**config.mk**
```make
export PLATFORM = sky130hd
export DESIGN_NAME = seq_detector_param
export DESIGN_NICKNAME = d
export VERILOG_FILES = /design/src/rtl/seq_det_pkg.sv /design/src/rtl/sat_counter.sv /design/src/rtl/seq_detector_param.sv
export SDC_FILE = /design/constraint.sdc
export NUM_CORES = 1
export LEC_CHECK = 0
export CORE_AREA = 2 2 39 41
export CTS_CLUSTER_DIAMETER = 60
export CTS_CLUSTER_SIZE = 12
export DETAILED_ROUTE_END_ITERATION = 10
export DIE_AREA = 0 0 41 43
export DONT_BUFFER_PORTS = 1
export GPL_TIMING_DRIVEN = 1
export PLACE_DENSITY = 0.53
export SETUP_SLACK_MARGIN = 0.2
export SYNTH_ARGS = -nofsm -noshare
export SYNTH_HDL_FRONTEND = slang
export SYNTH_SLANG_ARGS = --single-unit
```
**constraint.sdc**
```tcl
create_clock -name clk -period 2.1 [get_ports clk]
set_clock_uncertainty 0.2 [all_clocks]
set_input_delay 0.42 -clock clk [delete_from_list [all_inputs] [get_ports clk]]
set_output_delay 0.42 -clock clk [all_outputs]
set_load 0.02 [all_outputs]
```
**src/rtl/seq_det_pkg.sv**
```systemverilog
// Shared defaults and helpers for the parametrised serial-pattern detector.
package seq_det_pkg;

  localparam int         DEF_PAT_W   = 4;
  localparam logic [3:0] DEF_PATTERN = 4'b1010;
  localparam int         DEF_CNT_W   = 8;

  typedef enum logic {
    DET_NON_OVERLAP = 1'b0,
    DET_OVERLAP     = 1'b1
  } det_mode_e;

  // fill must hold values up to pat_w-1; never narrower than one bit
  function automatic int fill_width(input int pat_w);
    return (pat_w <= 2) ? 1 : $clog2(pat_w);
  endfunction

endpackage

```
**src/rtl/sat_counter.sv**
```systemverilog
// Generic saturating up-counter with synchronous clear (clear wins over increment).
module sat_counter #(
  parameter int W = 8
) (
  input  logic         clk,
  input  logic         rst,
  input  logic         clr,
  input  logic         inc,
  output logic [W-1:0] cnt
);

  always_ff @(posedge clk or posedge rst) begin
    if (rst) begin
      cnt <= '0;
    end else if (clr) begin
      cnt <= '0;
    end else if (inc && (cnt != {W{1'b1}})) begin
      cnt <= cnt + 1'b1;
    end
  end

endmodule

```
**src/rtl/seq_detector_param.sv**
```systemverilog
// Parametrised Mealy serial-pattern detector with run-time pattern reload.
// Define SEQ_DET_MATCH_CNT_EN to build in the saturating match counter.
module seq_detector_param
  import seq_det_pkg::*;
#(
  parameter int               PAT_W   = DEF_PAT_W,
  parameter logic [PAT_W-1:0] PATTERN = PAT_W'(DEF_PATTERN),
  parameter int               CNT_W   = DEF_CNT_W
) (
  input  logic             clk,
  input  logic             rst,
  input  logic             x_valid,
  input  logic             x,
  input  logic             overlap_en,
  input  logic             pat_load,
  input  logic [PAT_W-1:0] pat_in,
  input  logic             cnt_clr,
  output logic             z,
  output logic             z_q,
  output logic [CNT_W-1:0] match_cnt
);

  localparam int                FILL_W    = fill_width(PAT_W);
  localparam logic [FILL_W-1:0] FILL_FULL = FILL_W'(PAT_W - 1);

  logic [PAT_W-1:0]  pat_r;
  logic [PAT_W-2:0]  hist;
  logic [FILL_W-1:0] fill;
  logic [PAT_W-1:0]  window;
  det_mode_e         mode;

  // window is the candidate match: stored history plus the bit arriving now
  assign window = {hist, x};
  assign mode   = overlap_en ? DET_OVERLAP : DET_NON_OVERLAP;
  assign z      = x_valid & ~pat_load & (fill == FILL_FULL) & (window == pat_r);

  always_ff @(posedge clk or posedge rst) begin
    if (rst) begin
      pat_r <= PATTERN;
      hist  <= '0;
      fill  <= '0;
      z_q   <= 1'b0;
    end else begin
      z_q <= z;
      if (pat_load) begin
        pat_r <= pat_in;
        hist  <= '0;
        fill  <= '0;
      end else if (x_valid) begin
        if (z && (mode == DET_NON_OVERLAP)) begin
          hist <= '0;
          fill <= '0;
        end else begin
          hist <= window[PAT_W-2:0];
          if (fill != FILL_FULL) begin
            fill <= fill + 1'b1;
          end
        end
      end
    end
  end

`ifdef SEQ_DET_MATCH_CNT_EN
  sat_counter #(
    .W (CNT_W)
  ) u_match_cnt (
    .clk (clk),
    .rst (rst),
    .clr (cnt_clr),
    .inc (z),
    .cnt (match_cnt)
  );
`else
  logic unused_cnt_clr;
  assign unused_cnt_clr = cnt_clr;
  assign match_cnt      = '0;
`endif

endmodule

```
### Word level (Yosys, flattened, before mapping)

Cells that the tools add are included.
W data, S select, Z words.

* register bits after elaboration: 10
* input bits: 11
* word-level logic and storage cells: 25
* output and inout bits: 10

* reductions and logical operators: 4
* bitwise logic cells: 5
* mux-type cells: 8
* eq/ne operators: 3
* $add $sub $neg: 1

Operators with widths (count)
* $mux W3: 3
* $mux W2: 4
* $eq A4 B4 Y1: 1
* $and A1 B1 Y1: 3
* $reduce_bool A3 Y1: 1
* $add A2 B1 Y2 const B: 1
* $eq A2 B2 Y1 const B: 1
* $ne A2 B2 Y1 const B: 1
* $not A1 Y1: 2
* $reduce_and A2 Y1: 1
* $reduce_bool A2 Y1: 1
* $logic_and A1 B1 Y1: 1
* $mux W1: 1

### Logic depth before layout (Yosys ltp)

* word-level depth: 8
* depth in mapped cells: 4
* mapped depth without buffers: 4

### Least setup slack after synthesis

Ideal clock, no wire load.

* path type: reg2out
* start point: reg pat_r[1]
* end point: out z
* path slack: 0.263 ns
* data arrival time: 1.217 ns
* required time: 1.480 ns
* buffers on the path: 0
* cell stages (with the launch flop): 4
* path through: dfstp_2 -> xor2_1 -> nor4_2 -> and3_2

* word-level cells in the longest chain between the ends: 2

RTL lines
* start: declaration: RTL line seq_detector_param.sv:26 `logic [PAT_W-1:0] pat_r;`
* start signal: assignment: RTL line seq_detector_param.sv:46 `pat_r <= pat_in;`
* $eq A4 B4 Y1: RTL line seq_detector_param.sv:35 `assign z = x_valid & ~pat_load & (fill == FILL_FULL) & (window == pat_r);`
* $and A1 B1 Y1: RTL line seq_detector_param.sv:35
* end: declaration: RTL line seq_detector_param.sv:18 `output logic z,`

No other way between the ends.

### Final worst setup path

* start point: reg pat_r[2]
* end point: out z

Same word-level chain as after synthesis.

==> impl.org <==
** Cells and area
- Most used cells in the layout excluding fill and tap cells :: conb_1 (8), dfrtp_1 (8), mux2_2 (4), xor2_1 (4)
- The multi-input combinational cells in the finished layout cover a total of 253 µm².
- Number of inserted filler cells in the final layout :: between 100 and 150
- Summing all flip-flop and latch instances after layout gives 253 µm².
- Nets@finish :: 65
- Relative to the synthesized area, the layout overhead comes to 6.18%.
- Share of layout cells above drive strength 1 :: between 20% and 30%
- 0 antenna diodes ended up in the layout.
- Final core utilization :: 42.0%

** Setup path
- In this run the worst path has a maximum fanout of 2.
- Critical path class :: register to output port
- Critical Path RT :: 1.48 ns
- Endpoint kind of the worst setup timing path :: output port
- The worst setup path is launched from a register.
- Endpoint arrival time on the critical path :: ~1.4 ns

** Clock tree
- TritonCTS Buffers :: 3
- The tree built by TritonCTS fans out to 10 sinks.
- CTS placed an instance of clkbuf_4 at the clock tree root.
- CTS HTree Levels :: 1
- After clock tree synthesis, the clock-pin slew on the worst setup and hold paths is roughly 0.06 ns.
- CTS tree :: built
- The clock passes through at most 2 buffers.
- At the later pin of the worst-skew pair, clock insertion delay measures around 0.25 ns.

** Placed design
- Final weighted congestion in routability-driven placement :: between 0.7 and 0.8
- Post-detail-place hpwl :: 666 µm
- Prior to clock tree synthesis, the placed netlist has a worst setup slack of around 0.28 ns.
- Input and output buffers added on the ports amount to 0.

** Detailed routing
- DRC errors left :: 0
- Before antenna repair, the detailed router went through 3 iterations.
- Routed via count divided by cell count :: 5.06
- Once detail routing completed, the nets flagged for antenna violations numbered 0.
- The routed layout has around 340 vias.
- Dividing the detail-routed wire length by the instance count gives approximately 13 µm.
- After the first detailed-routing iteration, the DRC count stood at 5.
- Wires add up to 879 µm.

** STA
- Fmax :: 0.492 GHz
- Setup repair after global routing could not meet its margin everywhere.
- Once routing completed, OpenROAD measured the worst setup slack at slightly below 0.07 ns.
- Setup violations remaining at the end of the flow were counted as 0.
- The number of pins exceeding their max-slew limit in the final report is 0.
- The number of hold violations in the final report is 0.
- Of the available clock period, the critical path in the final layout requires a little over nine tenths.
- For the final routed database, the setup TNS stands at 0 ns.
- Final critical-path required period :: 2.03 ns

** Status
- The run finished with clean final reports.

** Die
- Core area :: 1380 µm²
- Height of the die :: 43 µm
- IO Count :: 21
- After floorplanning, the core was divided into 14 placement rows.
- Initial standard-cell utilization of the core :: 39.5%
- Die Footprint :: ~1800 µm²
- Die outline width :: approximately 40 µm

** Global routing
- The initial antenna violation count came to 0.
- The number of global-route vias before repair came to 353.
- Entering global routing, the biggest net connects 11 pins.
- Wire length of the first global-routing pass :: between 1 and 1.5 mm
- Global routing consumed, over all layers together, about 12% of the routing resources.
- Summed over all layers, the global routing overflow is 0.

** Hold path
- Hold/Removal Path Class :: input pin to register

** Power
- Summed over all cells, the static leakage comes to 0.272 nW.
- In this run the power density over the cells is 693 nW/µm².
- Worst VDD drop :: approximately 0.42 mV
- Tot Pwr :: 402 µW

** Synthesis
- Number of cells produced by synthesis :: 47
- Number of library cell types mapped by synthesis :: 19
- Summed instance area of the synthesized netlist :: around 550 µm²
- The synthesized design contains 10 register bits.
- During synthesis, Yosys emitted a total of 0 warnings.
- Synthesized area per cell :: 11.6 µm²
- Summing the sequential cell areas from Yosys gives 46.2% of the chip area.

** Flow run
- Maximum capacitance violations :: 0
logic make-up after synthesis:
| kind of cell | Yosys count | share of synthesized area (%) |
|---|---|---|
| XOR/XNOR | 4 | 6.41 |
| flip-flops | 10 | 46.2 |
| multiplexers | 5 | 10.1 |
| adder cells (fa/ha/maj) | 1 | 2.29 |
| buffers and inverters | 11 | 13.0 |
| AND/OR/NAND/NOR | 10 | 12.6 |
| other | 1 | 0.686 |
| AO/OA/AOI/OAI | 5 | 8.70 |
sequential cells by signal (all words and copies together) (netlist names):
| register | cells |
|---|---|
| fill | 2 |
| hist | 3 |
| pat_r | 4 |
| z_q | 1 |
layout make-up:
type                    instances  share of cell area, %
flip-flops and latches         10                   43.5
well taps                      16                   3.45
multi-input cells              33                   43.5
repair buffers                  3                   4.31
clock buffers                   3                   3.88
inverters                       2                   1.29
routing by layer:
metal | global-route usage, % | vias to the layer above | share of wire (%)
li1 | - | 154 | -
met1 | 14.0 | 166 | 39
met2 | 18.4 | 17 | 49
met3 | 4.19 | 2 | 9.6
met4 | 8.00 | 0 | 1.6
met5 | 0 | - | 0
through the flow:
step / hold slack [ns] / cells / cell area, µm²
final: 0.112 / 67 / 581
after global routing: 0.103 / 67 / 581
after CTS: 0.106 / 67 / 581
after detailed placement: 0.114 / 62 / 537
after global placement: 0.106 / 62 / 537
after floorplan: 0.0587 / 54 / 573
report_power, final:
| part | internal [mW] | switching, mW |
|---|---|---|
| logic | 0.0259 | 0.0331 |
| registers | 0.209 | 0.00942 |
| clock network | 0.0659 | 0.0589 |
| total | 0.301 | 0.101 |
Yosys cell counts:
| library cell | n | area share, % |
|---|---|---|
| ha_1 | 1 | 2.3 |
| nor2_1 | 2 | 1.4 |
| and3_2 | 1 | 1.4 |
| nand3_2 | 1 | 1.8 |
| inv_1 | 2 | 1.4 |
| a31o_2 | 1 | 1.6 |
| nor4_2 | 1 | 2.3 |
| mux2i_1 | 1 | 1.8 |
| buf_4 | 8 | 11 |
| conb_1 | 1 | 0.69 |
| a32o_1 | 3 | 5.5 |
| nand2b_1 | 3 | 3.4 |
| dfstp_2 | 2 | 9.6 |
| mux2_2 | 4 | 8.2 |
| nor2b_1 | 2 | 2.3 |
| xor2_1 | 4 | 6.4 |
| clkbuf_1 | 1 | 0.69 |
| o2bb2ai_1 | 1 | 1.6 |
| dfrtp_1 | 8 | 37 |
critical path, stage by stage (launching register included):
cell and delay [ns]:
dfrtp_1 0.39, xor2_1 0.17, nor4_2 0.32, and3_4 0.28
timing repair:
action                     in CTS  in global routing
gates cloned                    0                  0
buffers inserted                1                  0
hold endpoints to repair        8                  0
pin swaps                       2                  1
resized for setup               1                  0
hold buffers                    1                  0
setup endpoints to repair       1                  1
worst paths after layout:
| kind | startpoint | endpoint | slack (ns) | cells past startpoint |
|---|---|---|---|---|
| worst max register to register | pat_r[2] | hist[1] | 0.38 | 5 |
| worst min register to register | hist[2] | hist[2] | 0.32 | 1 |
| worst min-delay path | pat_in[1] | pat_r[1] | 0.11 | 1 |
| worst max-delay path | pat_r[2] | z | 0.07 | 3 |
| min in group asynchronous | rst | fill[1] | 0.38 | 2 |
| max in group asynchronous | rst | pat_r[3] | 1.01 | 2 |
No activity file was read; power rests on OpenSTA's default activity.
